**config.mk**
```make
export PLATFORM = sky130hd
export DESIGN_NAME = fft_pingpong_ctrl
export DESIGN_NICKNAME = d
export VERILOG_FILES = /design/src/rtl/fft_pkg.sv /design/src/rtl/pair_addr_gen.sv /design/src/rtl/fft_pingpong_ctrl.sv
export SDC_FILE = /design/constraint.sdc
export NUM_CORES = 1
export LEC_CHECK = 0
export ABC_AREA = 1
export BUFFER_PORTS_ARGS = -buffer_cell sky130_fd_sc_hd__buf_2
export CAP_MARGIN = 20
export CORE_ASPECT_RATIO = 1.75
export CORE_MARGIN = 4
export CORE_UTILIZATION = 50
export DETAILED_ROUTE_END_ITERATION = 10
export GPL_ROUTABILITY_DRIVEN = 1
export PLACE_DENSITY_LB_ADDON = 0.08
export SLEW_MARGIN = 30
export SYNTH_ARGS = -nofsm -noshare
export SYNTH_HDL_FRONTEND = slang
export SYNTH_HIERARCHICAL = 1
export SYNTH_SLANG_ARGS = --single-unit
```
**constraint.sdc**
```tcl
create_clock -name i_clk -period 2.2 [get_ports i_clk]
set_input_delay 0.44 -clock i_clk [delete_from_list [all_inputs] [get_ports i_clk]]
set_output_delay 0.44 -clock i_clk [all_outputs]
set_load 0.1 [all_outputs]
```
**src/rtl/fft_pkg.sv**
```systemverilog
// fft_pkg: shared defaults, ping-pong sequencer state type and pair-address helper.
//   ADDR_W_DEF / N_PAIRS_DEF : default RAM address width and butterfly pairs per frame
//   pp_state_t               : FILL / STREAM / DRAIN sequencer states
//   insert_bit()             : splice a select bit into a pair count at a given position
package fft_pkg;

    localparam int ADDR_W_DEF  = 10;
    localparam int N_PAIRS_DEF = 512;

    typedef enum logic [1:0] {ST_FILL, ST_STREAM, ST_DRAIN} pp_state_t;

    // Bits of c at and above split move up by one; b lands at position split.
    function automatic logic [31:0] insert_bit(input logic [31:0] c, input int split, input logic b);
        logic [31:0] low_mask;
        low_mask = (32'd1 << split) - 32'd1;
        return ((c & ~low_mask) << 1) | (32'(b) << split) | (c & low_mask);
    endfunction

endpackage

```
**src/rtl/pair_addr_gen.sv**
```systemverilog
// pair_addr_gen: wrapping pair counter with A/B split-address formation.
//   i_clk, i_reset : clock, async active-low reset (count clears to 0)
//   inc            : advance the count; wraps to 0 after N_PAIRS-1
//   wrap           : count is at N_PAIRS-1 (the next inc wraps)
//   addr_a, addr_b : count with 0 / 1 inserted at bit SPLIT
module pair_addr_gen
    import fft_pkg::*;
#(
    parameter int ADDR_W  = ADDR_W_DEF,
    parameter int N_PAIRS = N_PAIRS_DEF,
    parameter int SPLIT   = 2
) (
    input  logic              i_clk,
    input  logic              i_reset,
    input  logic              inc,
    output logic              wrap,
    output logic [ADDR_W-1:0] addr_a,
    output logic [ADDR_W-1:0] addr_b
);

    logic [ADDR_W-2:0] cnt;

    assign wrap   = cnt == (ADDR_W-1)'(N_PAIRS - 1);
    assign addr_a = ADDR_W'(insert_bit(32'(cnt), SPLIT, 1'b0));
    assign addr_b = ADDR_W'(insert_bit(32'(cnt), SPLIT, 1'b1));

    always_ff @(posedge i_clk or negedge i_reset) begin
        if (!i_reset)
            cnt <= '0;
        else if (inc)
            cnt <= wrap ? '0 : cnt + 1'b1;
    end

endmodule

```
**src/rtl/fft_pingpong_ctrl.sv**
```systemverilog
// fft_pingpong_ctrl: ping-pong RAM sequencer for one FFT butterfly stage.
//   i_clk, i_reset             : clock, async active-low reset
//   i_wr_valid, i_flush        : butterfly pair valid, single-cycle drain request
//   o_we_b0/1, o_wr_addr_a/b   : bank write enables and sum/difference write addresses
//   o_rd_addr_a/b, o_rd_bank   : opposite-bank read addresses and the bank being read
//   o_rd_strobe                : read addresses valid this cycle
//   o_frame_done, o_drain_done : pulses at end of a written frame / end of a drain
//   o_err                      : sticky, a write arrived during DRAIN and was dropped
//   o_busy                     : not idle (state other than FILL or a partial frame)
module fft_pingpong_ctrl
    import fft_pkg::*;
#(
    parameter int ADDR_W   = ADDR_W_DEF,
    parameter int N_PAIRS  = N_PAIRS_DEF,
    parameter int WR_SPLIT = 2,
    parameter int RD_SPLIT = 3
) (
    input  logic              i_clk,
    input  logic              i_reset,
    input  logic              i_wr_valid,
    input  logic              i_flush,
    output logic              o_we_b0,
    output logic              o_we_b1,
    output logic [ADDR_W-1:0] o_wr_addr_a,
    output logic [ADDR_W-1:0] o_wr_addr_b,
    output logic [ADDR_W-1:0] o_rd_addr_a,
    output logic [ADDR_W-1:0] o_rd_addr_b,
    output logic              o_rd_bank,
    output logic              o_rd_strobe,
    output logic              o_frame_done,
    output logic              o_drain_done,
    output logic              o_err,
    output logic              o_busy
);

    pp_state_t         state;
    logic              wr_bank, flush_pend;
    logic              wr_fire, rd_fire, wr_zero;
    logic              wr_wrap, rd_wrap;
    logic [ADDR_W-1:0] wa_a, wa_b, ra_a, ra_b;

    assign wr_fire = i_wr_valid && state != ST_DRAIN;
    assign rd_fire = (i_wr_valid && state == ST_STREAM) || state == ST_DRAIN;
    // The A address carries a 0 in the inserted bit, so it is zero exactly when the count is.
    assign wr_zero = wa_a == '0;

    pair_addr_gen #(.ADDR_W(ADDR_W), .N_PAIRS(N_PAIRS), .SPLIT(WR_SPLIT)) wr_gen (
        .i_clk  (i_clk),
        .i_reset(i_reset),
        .inc    (wr_fire),
        .wrap   (wr_wrap),
        .addr_a (wa_a),
        .addr_b (wa_b)
    );

    pair_addr_gen #(.ADDR_W(ADDR_W), .N_PAIRS(N_PAIRS), .SPLIT(RD_SPLIT)) rd_gen (
        .i_clk  (i_clk),
        .i_reset(i_reset),
        .inc    (rd_fire),
        .wrap   (rd_wrap),
        .addr_a (ra_a),
        .addr_b (ra_b)
    );

    always_ff @(posedge i_clk or negedge i_reset) begin
        if (!i_reset) begin
            state        <= ST_FILL;
            wr_bank      <= 1'b0;
            flush_pend   <= 1'b0;
            o_we_b0      <= 1'b0;
            o_we_b1      <= 1'b0;
            o_wr_addr_a  <= '0;
            o_wr_addr_b  <= '0;
            o_rd_addr_a  <= '0;
            o_rd_addr_b  <= '0;
            o_rd_bank    <= 1'b0;
            o_rd_strobe  <= 1'b0;
            o_frame_done <= 1'b0;
            o_drain_done <= 1'b0;
            o_err        <= 1'b0;
            o_busy       <= 1'b0;
        end else begin
            o_we_b0      <= wr_fire && !wr_bank;
            o_we_b1      <= wr_fire && wr_bank;
            o_rd_strobe  <= rd_fire;
            o_frame_done <= wr_fire && wr_wrap;
            o_drain_done <= state == ST_DRAIN && rd_wrap;
            o_err        <= o_err || (state == ST_DRAIN && i_wr_valid);
            if (wr_fire) begin
                o_wr_addr_a <= wa_a;
                o_wr_addr_b <= wa_b;
            end
            if (rd_fire) begin
                o_rd_addr_a <= ra_a;
                o_rd_addr_b <= ra_b;
                o_rd_bank   <= !wr_bank;
            end
            if (wr_fire && wr_wrap)
                wr_bank <= !wr_bank;
            // o_busy is computed for the state/count this edge produces.
            case (state)
                ST_FILL: begin
                    flush_pend <= 1'b0;
                    o_busy     <= wr_fire || !wr_zero;
                    if (wr_fire && wr_wrap)
                        state <= ST_STREAM;
                end
                ST_STREAM: begin
                    flush_pend <= flush_pend || i_flush;
                    o_busy     <= 1'b1;
                    if (flush_pend && wr_zero && !i_wr_valid)
                        state <= ST_DRAIN;
                end
                default: begin
                    // No writes happen in DRAIN, so the write count is already 0 here.
                    o_busy <= !rd_wrap;
                    if (rd_wrap) begin
                        state      <= ST_FILL;
                        flush_pend <= 1'b0;
                    end
                end
            endcase
        end
    end

endmodule

```
# Word level (Yosys, flattened, before mapping)
# Index checks and enable logic that the tools add are counted.
[totals]
input_bits = 4
output_inout_bits = 48
wordCells = 60
ff_bits = 70
[op_classes]
addsub = 2
n_bitwise = 4
n_mux = 9
n_reduce_logical = 21
n_eq_ne = 7
[ops]
columns = ["op", "count"]
rows = [
  ["$or 10x2->10", 2],
  ["$or 10x3->10", 2],
  ["$add 9x1->9 const B", 2],
  ["$eq 9x9->1 const B", 2],
  ["$mux 9", 2],
  ["$logic_not 10->1", 1],
  ["$logic_and 1x1->1", 9],
  ["$mux 2", 3],
  ["$logic_not 1->1", 4],
  ["$logic_or 1x1->1", 4],
  ["$ne 2x2->1 const B", 2],
  ["$pmux 1 s2", 2],
  ["$pmux 2 s2", 1],
  ["$reduce_and 3->1", 1],
  ["$reduce_bool 3->1", 1],
  ["$eq 2x1->1 const B", 1],
  ["$eq 2x2->1 const B", 1],
  ["$logic_not 2->1", 1],
  ["$ne 2x1->1 const B", 1],
  ["$mux 1", 1],
]

# Depth between registers and ports, before layout
# Gate-level depths: netlist of the first run.
[logic_depth]
depth_word = 6
ltp_mapped = 11
ltp_nobuf = 11

# Modules after synthesis
# The synthesis of the first run kept the hierarchy.
[by_module_without_submodules]
columns = ["mod", "n_inst", "cells_each", "seq_area_each_um2", "area_per_inst_um2"]
rows = [
  ["fft_pingpong_ctrl", 1, 184, 1301.2, 2107.0],
  ["pair_addr_gen", 2, 72, 225.2, 594.3],
]

# Worst setup path after synthesis of the first run
# Ideal clock, no wire load.
[synth_path]
path_kind = "reg-to-reg"
startpoint = "register wr_gen.cnt[0]"
endpoint = "register state[0]"
setup_time_ps = 117
stages_incl_launch_ff = 12
slack_ps = 544
synth_period_minus_slack_ps = 1656
required_time_ps = 2083
arrival_time_ps = 1539
n_path_buf = 0
path_cell_list = "dfrtp_1 > ha_1 > nand2_1 > and3b_2 > ha_1 > inv_1 > nor2_2 > nand2_1 > nand2_1 > nand2_1 > nand2_1 > nand2_1"
[synth_between]
word_cells_on_any_way = 9
cone_classes = "eq/ne (3); bitwise (1); reduce/logical (5)"
[synth_lines]
columns = ["item", "line", "rtl"]
rows = [
  ["from (decl)", "pair_addr_gen.sv:21", "logic [ADDR_W-2:0] cnt;"],
  ["from (signal assigned)", "pair_addr_gen.sv:31", "cnt <= wrap ? '0 : cnt + 1'b1;"],
  ["$eq 9x9->1", "pair_addr_gen.sv:23", "assign wrap = cnt == (ADDR_W-1)'(N_PAIRS - 1);"],
  ["via wr_wrap", "fft_pingpong_ctrl.sv:39", "logic wr_wrap, rd_wrap;"],
  ["$logic_and 1x1->1", "fft_pingpong_ctrl.sv:105", "if (wr_fire && wr_wrap)"],
  ["$ne 2x2->1 (no line)", "-", ""],
  ["$reduce_and 3->1 (no line)", "-", ""],
  ["to (signal assigned)", "fft_pingpong_ctrl.sv:106", "state <= ST_STREAM;"],
  ["to (signal assigned)", "fft_pingpong_ctrl.sv:112", "state <= ST_DRAIN;"],
  ["to (signal assigned)", "fft_pingpong_ctrl.sv:118", "state <= ST_FILL;"],
  ["to (decl)", "fft_pingpong_ctrl.sv:36", "pp_state_t state;"],
]
# The timed path passes the listed nets, and every way through them passes these cells.
# A chain may end at the register's enable or synchronous reset.

# Worst setup path in the final report of the first run
# Ends and elaborated chain as after synthesis.

==> summary.txt, run 1 <==
Place
  • Cell Area, Placed: 3440 sq um
  • Port bufs: 51
  • Placer Congestion: 0.823
  • Final HPWL DP: 4.25 mm

Pwr
  • Total power: 0.00220 W
  • Internal: 0.00172 W
  • VDD IR-drop max: 0.467 mV
  • Net Sw Frac: 21.7%
  • Static Leak: 2.09 nW
  • Reg power frac: 58.6%
  • Combinational share of power: 2.4%
  • Clock power frac: 38.9%
  • Sw power: 0.000477 W
  • Pwr Density: 611 nW/um^2

Yosys
  • EDFF count, synth: 0
  • Synth cell types: 27
  • Seq/Total Area, Yosys: 53.2%
  • Synth Register Bits: 70
  • Top cells by area, synth: dfrtp_1 53%, nand2_1 11%, mux2_4 7.7%
  • Share of flip-flops with an asynchronous set or reset: 100%
  • Post-Synthesis Cells: 328
  • Most frequent cell after synthesis: nand2_1
  • Yosys warning count: 6
  • Area fraction of the dominant cell type after synthesis: 53.2%
  • Post-Syn Area per Cell: 10.0 sq um
  • Post-synth top flop: dfrtp_1
  • Mapped Nets: 338
  • Most area-hungry cell type in the Yosys netlist: dfrtp_1
  • List of most frequent post-synthesis cells: 99 x nand2_1, 70 x dfrtp_1, 26 x nor2_1
  • Synth Cell Area: 3300 sq um

Route
  • Vias/cell: 4.86
  • DR vias: 2,173
  • WL per Instance: 13.2 microns
  • Drt initial violations: 132
  • Number of routed nets with antenna violations: 0
  • # DRC: 0
  • Final wirelength: 5.91 mm
  • Number of detailed-route iterations in the first pass: 4

STA
  • Clock skew: 0.00526 ns
  • Fmax: 557 MHz
  • TNS Setup: 0 ns
  • Fin. Hold Viols: 0
  • Post-route clock period utilization: 81.6%
  • Fin crit period: 1.79 ns
  • RSZ-0062 raised after global routing: false
  • Pins Over Slew Limit: 0
  • Final setup viols: 0

Floorplanning
  • IO Count: 52
  • Cell Rows: 38
  • Die Footprint: 8010 sq um
  • Chip width: 69.4 microns
  • Die H: 115 microns
  • Core Area: 6320 sq um
  • Initial cell density of the core: 52.1%

Clock network
  • # clock sinks: 70
  • Postcts setup bufs: 0
  • Total CTS buffers: 9
  • CTS H-tree depth: 3
  • CTS root buffer: clkbuf_8
  • Hold_buf cts: 0
  • Clock Tree Buf Depth: 2
  • CTS resizes: 0
  • Worst skew pair latency: 0.34 ns
  • CTS tree: done
  • Clock transition at path regs: 0.07 ns

Setup path
  • Crit path cell chain: ha_1 > nand2_1 > and3b_2 > ha_1 > inv_1 > nor2_2 > nand2_1 > nand2_1 > nand2_1 > nand2_1 > nand2_1
  • Kind of critical path: flip-flop to flip-flop
  • Arrival time worst endpoint: 2.03 ns
  • Top delay family on crit path: simple AND/OR/NAND/NOR gates
  • Crit start category: flip-flop
  • Top cell by count, worst path: nand2_1
  • Crit path largest cell delay: 0.45 ns
  • Critical path's slowest cell: dfrtp_1
  • Crit end category: flip-flop
  • Crit path max fanout: 5
  • Worst EP required: 2.43 ns
  • WP buf/inv: 1

Global route
  • Grt ovf: 0
  • Vias in the first global route: 2,154
  • Initial antenna violation count: 0
  • First-pass GRT wire length: 9.90 mm
  • Largest net degree at the start of global routing: 71
  • Total GRT Usage: 15.8%

Finish
  • Ant diodes: 0
  • Final Cell Area: 3600 sq um
  • Layout cells sized above 1: 30.0%
  • Synth-to-Final Area Change: 9.19%
  • # fillers: 575
  • Nets: 374

Status
  • Status: finished clean

Hold path
  • Worst Hold Class: input port to asynchronous set/reset pin

Run
  • Max_cap viols: 0
==> worst reg2reg max path, cell delays in order, from the launching register on <==
cell and delay [ns]:
dfrtp_1 0.45, ha_1 0.21, nand2_1 0.11, and3b_2 0.26, ha_1 0.15, inv_1 0.05, nor2_2 0.14, nand2_1 0.09
nand2_1 0.08, nand2_1 0.06, nand2_1 0.05, nand2_1 0.04
==> metal layers <==
| layer | wire length (microns) | share of wire (%) | vias to the layer above | global-route usage (%) |
|---|---|---|---|---|
| met1 | 2320 | 39 | 1042 | 16.7 |
| met5 | 0 | 0 | - | 0 |
| met3 | 244 | 4.1 | 15 | 3.94 |
| met4 | 165 | 2.8 | 0 | 8.60 |
| met2 | 3180 | 54 | 43 | 28.6 |
| li1 | - | - | 1073 | - |
==> cells in the final DEF (no fill, tap or decap), drive strengths merged, types with 6 or more instances in the layout <==
cell / count
o21ai: 8
inv: 19
a21oi: 14
nor2: 34
nand2: 108
ha: 6
buf: 55
dfrtp: 70
nand3: 8
mux2: 20
clkbuf: 12
==> cells by family after synthesis <==
| group | share of synthesized area, % |
|---|---|
| AND/OR/NAND/NOR | 21.4 |
| flip-flops | 53.2 |
| buffers and inverters | 10.1 |
| AO/OA/AOI/OAI | 3.57 |
| multiplexers | 8.77 |
| adder cells (fa/ha/maj) | 2.28 |
| other | 0.455 |
| XOR/XNOR | 0.266 |
==> power groups by stage <==
stage	registers (W)	clock network, W	logic [W]
floorplan	0.00133	0	0.0000104
global placement	0.00131	0	0.0000564
detailed placement	0.00131	0	0.0000564
CTS	0.00129	0.000885	0.0000565
global route	0.00129	0.000951	0.0000611
finish	0.00129	0.000856	0.0000538
==> cell type report <==
type                            instances  area (sq um)  area share, %
Inverter                               19          71.3           1.98
Multi-Input combinational cell        209          1210           33.6
Timing Repair Buffer                   55           310           8.62
Clock inverter                          2          10.0          0.278
Sequential cell                        70          1750           48.7
Tap cell                               80           100           2.78
Clock buffer                           12           145           4.03
==> stage by stage <==
stage	util, %	setup slack [ns]	hold WS [ns]	cells
global route	56.9	0.231	0.128	447
floorplan	-	0.544	0.144	328
CTS	56.9	0.395	0.121	447
detailed placement	54.5	0.403	0.460	433
finish	56.9	0.405	0.0882	447
global placement	54.5	0.475	0.458	433
==> worst paths after layout <==
| check | slack (ns) | endpoint | depth (start not counted) | startpoint |
|---|---|---|---|---|
| worst max-delay path | 0.41 | state[0] | 11 | wr_gen/cnt[0] |
| max in group asynchronous | 1.78 | o_wr_addr_b[0] | 2 | i_reset |
| worst max register to register | 0.41 | state[0] | 11 | wr_gen/cnt[0] |
| min in group i_clk | 0.35 | flush_pend | 3 | i_flush |
| worst min-delay path | 0.09 | o_rd_addr_a[6] | 2 | i_reset |
| worst min register to register | 0.48 | o_wr_addr_a[3] | 2 | o_wr_addr_a[3] |
==> state kept, by name, indices dropped and copies added (netlist names), 2 cells and up <==
register,count
o_rd_addr_a,10
o_rd_addr_b,10
o_wr_addr_a,10
o_wr_addr_b,10
rd_gen/cnt,9
state,2
wr_gen/cnt,9
Power figures use the tool's default switching activity.
==> run 2: changes to the inputs <==
- clock period: 2.2 -> 1.9 ns (I/O delays scaled with it)
==> summary.txt, run 2 (synthesis results as in run 1) <==
Run
  • Max_cap viols: 0

Pwr
  • Pwr Density: 743 nW/um^2
  • VDD IR-drop max: 0.583 mV
  • Static Leak: 2.12 nW

Finish
  • Core Util, Final: 57.8%
  • Most common cell after layout, fill and taps aside: nand2_1
  • Register area: 1750 sq um
  • Ant diodes: 0
  • Most frequent cells in the layout: 99 x nand2_1, 69 x dfrtp_1, 51 x buf_2
  • # fillers: 562
  • Synth-to-Final Area Change: 11.0%
  • Area of the multi-input gates: 1210 sq um
  • Nets: 378
  • Layout cells sized above 1: 30.6%

Route
  • Final wirelength: 6.12 mm
  • DR vias: 2,180
  • # DRC: 0
  • Drt initial violations: 177
  • Vias/cell: 4.82
  • Number of detailed-route iterations in the first pass: 4
  • Number of routed nets with antenna violations: 0
  • WL per Instance: 13.5 microns

Setup path
  • Crit end category: flip-flop
  • WP buf/inv: 0
  • FF-to-FF Start: rd_gen/cnt[0]
  • Worst EP required: 2.14 ns
  • Kind of critical path: flip-flop to flip-flop
  • Arrival time worst endpoint: 1.97 ns
  • Crit start category: flip-flop
  • Critical path's slowest cell: dfrtp_1
  • Worst setup path startpoint: rd_gen/cnt[0]
  • Top cell by count, worst path: nand2_1
  • Top delay family on crit path: simple AND/OR/NAND/NOR gates
  • Crit path cell chain: ha_1 > nand2_1 > and3b_2 > ha_1 > a21oi_1 > nand2_1 > nand3_1 > nand2_1
  • Crit path max fanout: 5
  • Crit path largest cell delay: 0.44 ns

STA
  • Hold WS: 0.0377 ns
  • Final setup viols: 0
  • RSZ-0062 raised after global routing: false
  • Fin. Hold Viols: 0
  • TNS Setup: 0 ns
  • Post-route clock period utilization: 91.5%
  • Fin crit period: 1.74 ns
  • Pins Over Slew Limit: 0
  • Fmax: 575 MHz
  • Clock skew: 0.00662 ns

Clock network
  • Clock transition at path regs: 0.07 ns
  • Total CTS buffers: 9
  • CTS tree: done
  • CTS root buffer: clkbuf_8
  • # clock sinks: 70
  • Worst skew pair latency: 0.35 ns
  • CTS H-tree depth: 3
  • Hold_buf cts: 0
  • Clock Tree Buf Depth: 2

Global route
  • Vias in the first global route: 2,168
  • First-pass GRT wire length: 10.5 mm
  • Initial antenna violation count: 0
  • Total GRT Usage: 17.2%
  • Grt ovf: 0
  • Largest net degree at the start of global routing: 71

Floorplanning
  • Cell Rows: 38
  • Die H: 115 microns
  • Initial cell density of the core: 52.1%
  • Core Area: 6320 sq um
  • Die Footprint: 8010 sq um
  • IO Count: 52
  • Chip width: 69.4 microns

Place
  • Placer Congestion: 0.820
  • Port bufs: 51
  • Final HPWL DP: 4.36 mm

Status
  • Status: finished clean

Hold path
  • Worst Hold Class: input port to asynchronous set/reset pin
run 2: changes by cell type in the layout (fill, tap and decap cells not counted):
cell and change:
dfrtp_2 +1, clkinv_2 -2, buf_4 +4, clkbuf_1 +2
dfrtp_1 -1, bufinv_16 +1
run 2: final cells by class:
class                   count  area share [%]
multi-input cells         209            33.1
clock buffers              14            4.17
repair buffers             59            9.31
inverters                  19            1.95
well taps                  80            2.74
clock inverters             1           0.821
flip-flops and latches     70            47.9
run 2: repair_timing:
action,in CTS,in global routing
setup buffers,0,0
endpoints found under the setup margin,0,1
gates resized for setup,0,1
run 2: stage by stage:
stage                     instances  setup slack [ns]  cell area, sq um  power (W)
after floorplan                 328             0.244              3300    0.00155
after global placement          437             0.228              3470    0.00159
after detailed placement        437             0.179              3470    0.00159
after CTS                       452             0.161              3660    0.00276
after global routing            452            0.0664              3660    0.00284
final                           452             0.162              3660    0.00272
run 2: worst paths after layout:
check | to | slack, ns | cells past startpoint
min | o_rd_addr_a[6] | 0.04 | 2
max in group asynchronous | o_rd_addr_a[1] | 1.54 | 2
max | state[1] | 0.16 | 8
max reg2reg | state[1] | 0.16 | 8
min reg2reg | o_wr_addr_a[3] | 0.48 | 2
min in group i_clk | flush_pend | 0.28 | 3
run 2: routing by layer:
metal	vias up	GRT usage, %	wire, microns	part of all wire (%)
li1	1085	-	-	-
met1	1051	19.2	2440	40
met2	37	30.1	3320	54
met3	7	5.42	255	4.2
met4	0	7.43	108	1.8
met5	-	0	0	0
run 2: report_power, final:
part / internal, W / switching (W)
sequential: 0.00149 / 0.000000910
clock: 0.000638 / 0.000522
combinational: 0.0000113 / 0.0000518
total: 0.00214 / 0.000574
==> run 3: changes to the inputs <==
- SYNTH_HIERARCHICAL: 1 -> default
==> summary.txt, run 3 <==
Floorplanning
  • Core Area: 4710 sq um
  • IO Count: 52
  • Cell Rows: 33
  • Chip width: 60.7 microns
  • Die Footprint: 6090 sq um
  • Die H: 100 microns
  • Initial cell density of the core: 51.7%

Global route
  • Grt ovf: 0
  • Largest net degree at the start of global routing: 51
  • Vias in the first global route: 1,685
  • Total GRT Usage: 17.1%
  • First-pass GRT wire length: 7.77 mm
  • Initial antenna violation count: 0

Clock network
  • Hold_buf cts: 0
  • Clock Tree Buf Depth: 2
  • # clock sinks: 50
  • Total CTS buffers: 5
  • CTS root buffer: clkbuf_8
  • CTS resizes: 0
  • Clock transition at path regs: 0.09 ns
  • Worst skew pair latency: 0.30 ns
  • Postcts setup bufs: 0
  • CTS tree: done
  • CTS H-tree depth: 2

STA
  • Fmax: 590 MHz
  • Pins Over Slew Limit: 0
  • Headroom to the max-slew limit: 58.3%
  • Fin. Hold Viols: 0
  • Final setup viols: 0
  • TNS Setup: 0 ns
  • RSZ-0062 raised after global routing: false
  • Fin crit period: 1.70 ns
  • Worst-margin pin slew: 0.626 ns
  • Clock skew: 0.00462 ns
  • Post-route clock period utilization: 89.3%

Yosys
  • Most area-hungry cell type in the Yosys netlist: dfrtp_1
  • Post-Synthesis Cells: 273
  • Synth Cell Area: 2430 sq um
  • Area fraction of the dominant cell type after synthesis: 51.4%
  • Post-synth top flop: dfrtp_1
  • Yosys warning count: 0
  • Seq/Total Area, Yosys: 51.4%
  • Top cells by area, synth: dfrtp_1 51%, nand2_1 10%, buf_4 6.5%
  • Synth Register Bits: 50
  • Most frequent cell after synthesis: nand2_1
  • List of most frequent post-synthesis cells: 66 x nand2_1, 50 x dfrtp_1, 26 x inv_1, 26 x nor2_1, 21 x buf_4
  • Share of flip-flops with an asynchronous set or reset: 100%
  • EDFF count, synth: 0
  • Post-Syn Area per Cell: 8.91 sq um
  • Synth cell types: 29

Setup path
  • Crit start category: flip-flop
  • FF-to-FF setup slack: 0.20 ns
  • Worst EP required: 2.10 ns
  • FF-to-FF path depth: 9
  • Crit end category: flip-flop
  • Kind of critical path: flip-flop to flip-flop
  • Crit path max fanout: 8
  • Arrival time worst endpoint: 1.90 ns

Pwr
  • Pwr Density: 657 nW/um^2
  • VDD IR-drop max: 0.533 mV
  • Static Leak: 1.46 nW

Place
  • Placer Congestion: 0.858
  • Cell Area, Placed: 2560 sq um
  • Port bufs: 49
  • DP Cell Count: 351
  • Final HPWL DP: 3.59 mm

Hold path
  • Worst Hold Class: input port to asynchronous set/reset pin

Route
  • Vias/cell: 4.98
  • Final wirelength: 4.81 mm
  • Drt initial violations: 67
  • DR vias: 1,788
  • # DRC: 0
  • Number of routed nets with antenna violations: 0
  • WL per Instance: 13.4 microns
  • Number of detailed-route iterations in the first pass: 4

Status
  • Status: finished clean

Run
  • Max_cap viols: 0

Finish
  • Max reg flops: 10
  • Layout cells sized above 1: 28.3%
  • Ant diodes: 0
  • Most frequent cells in the layout: 66 x nand2_1, 50 x dfrtp_1, 49 x buf_2
  • Most common cell after layout, fill and taps aside: nand2_1
  • Final Cell Area: 2660 sq um
  • Top reg by flops: o_wr_addr_b
  • Nets: 315
  • # fillers: 475
  • Synth-to-Final Area Change: 9.10%
  • Non-filler cells, final: 359
[run 3: kinds of logic (layout without fill, tap and decap cells)]
family / Yosys count / count (layout) / synth area share [%]
simple gates: 131 / 131 / 25.1
buf+inv: 54 / 87 / 12.6
flops: 50 / 50 / 51.4
compound gates: 30 / 30 / 7.40
fa+ha+maj: 5 / 5 / 2.57
xor+xnor: 2 / 2 / 0.720
other cells: 1 / 2 / 0.154
[run 3: area by class of cell]
cell class	instances	area [sq um]	area share, %
sequential	50	1250	47.1
multi-input combinational	170	883	33.3
timing repair buffer	50	253	9.52
inverter	29	111	4.19
clock buffer	7	86.3	3.25
tap	52	65.1	2.45
clock inverter	1	5.00	0.189
[run 3: report_power, final]
group | total (W) | internal, W | switching, W | leakage [nW]
Sequential | 0.00106 | 0.00106 | 0.0000000000000000000456 | 0.596
Clock | 0.000637 | 0.000294 | 0.000343 | 0.0482
Combinational | 0.0000442 | 0.00000380 | 0.0000404 | 0.811
[run 3: through the flow]
step | hold slack [ns] | setup WS, ns | power [W] | util (%)
6_report | 0.149 | 0.204 | 0.00174 | 56.4
2_1_floorplan | 0.0844 | 0.166 | 0.00111 | -
4_1_cts | 0.191 | 0.152 | 0.00177 | 56.3
3_5_place_dp | 0.451 | 0.174 | 0.00113 | 54.4
3_3_place_gp | 0.444 | 0.256 | 0.00113 | 54.4
5_1_grt | 0.225 | 0.0181 | 0.00181 | 56.4
[run 3: worst max-delay path: stages (launching register included)]
cell and delay (ns):
dfrtp_1 0.38, ha_1 0.17, nand3_1 0.13, nor3_1 0.18, ha_1 0.25, nand3_4 0.13
a21oi_1 0.19, nand2_1 0.07, nand2_1 0.05, nand2_1 0.04
[run 3: metal layers]
layer	track usage, %	share of wire [%]	vias to the layer above
met5	0	0	-
met4	8.85	2.9	0
met3	2.96	3.5	11
li1	-	-	894
met2	31.4	57	40
met1	17.5	37	843
[run 3: final timing paths]
path	endpoint	from
max	state[0]	wr_gen.cnt[0]
min	o_rd_addr_b[4]	i_reset
max reg2reg	state[0]	wr_gen.cnt[0]
min reg2reg	o_wr_addr_b[2]	o_wr_addr_b[2]
max in group asynchronous	o_rd_bank	i_reset
min in group i_clk	flush_pend	i_flush
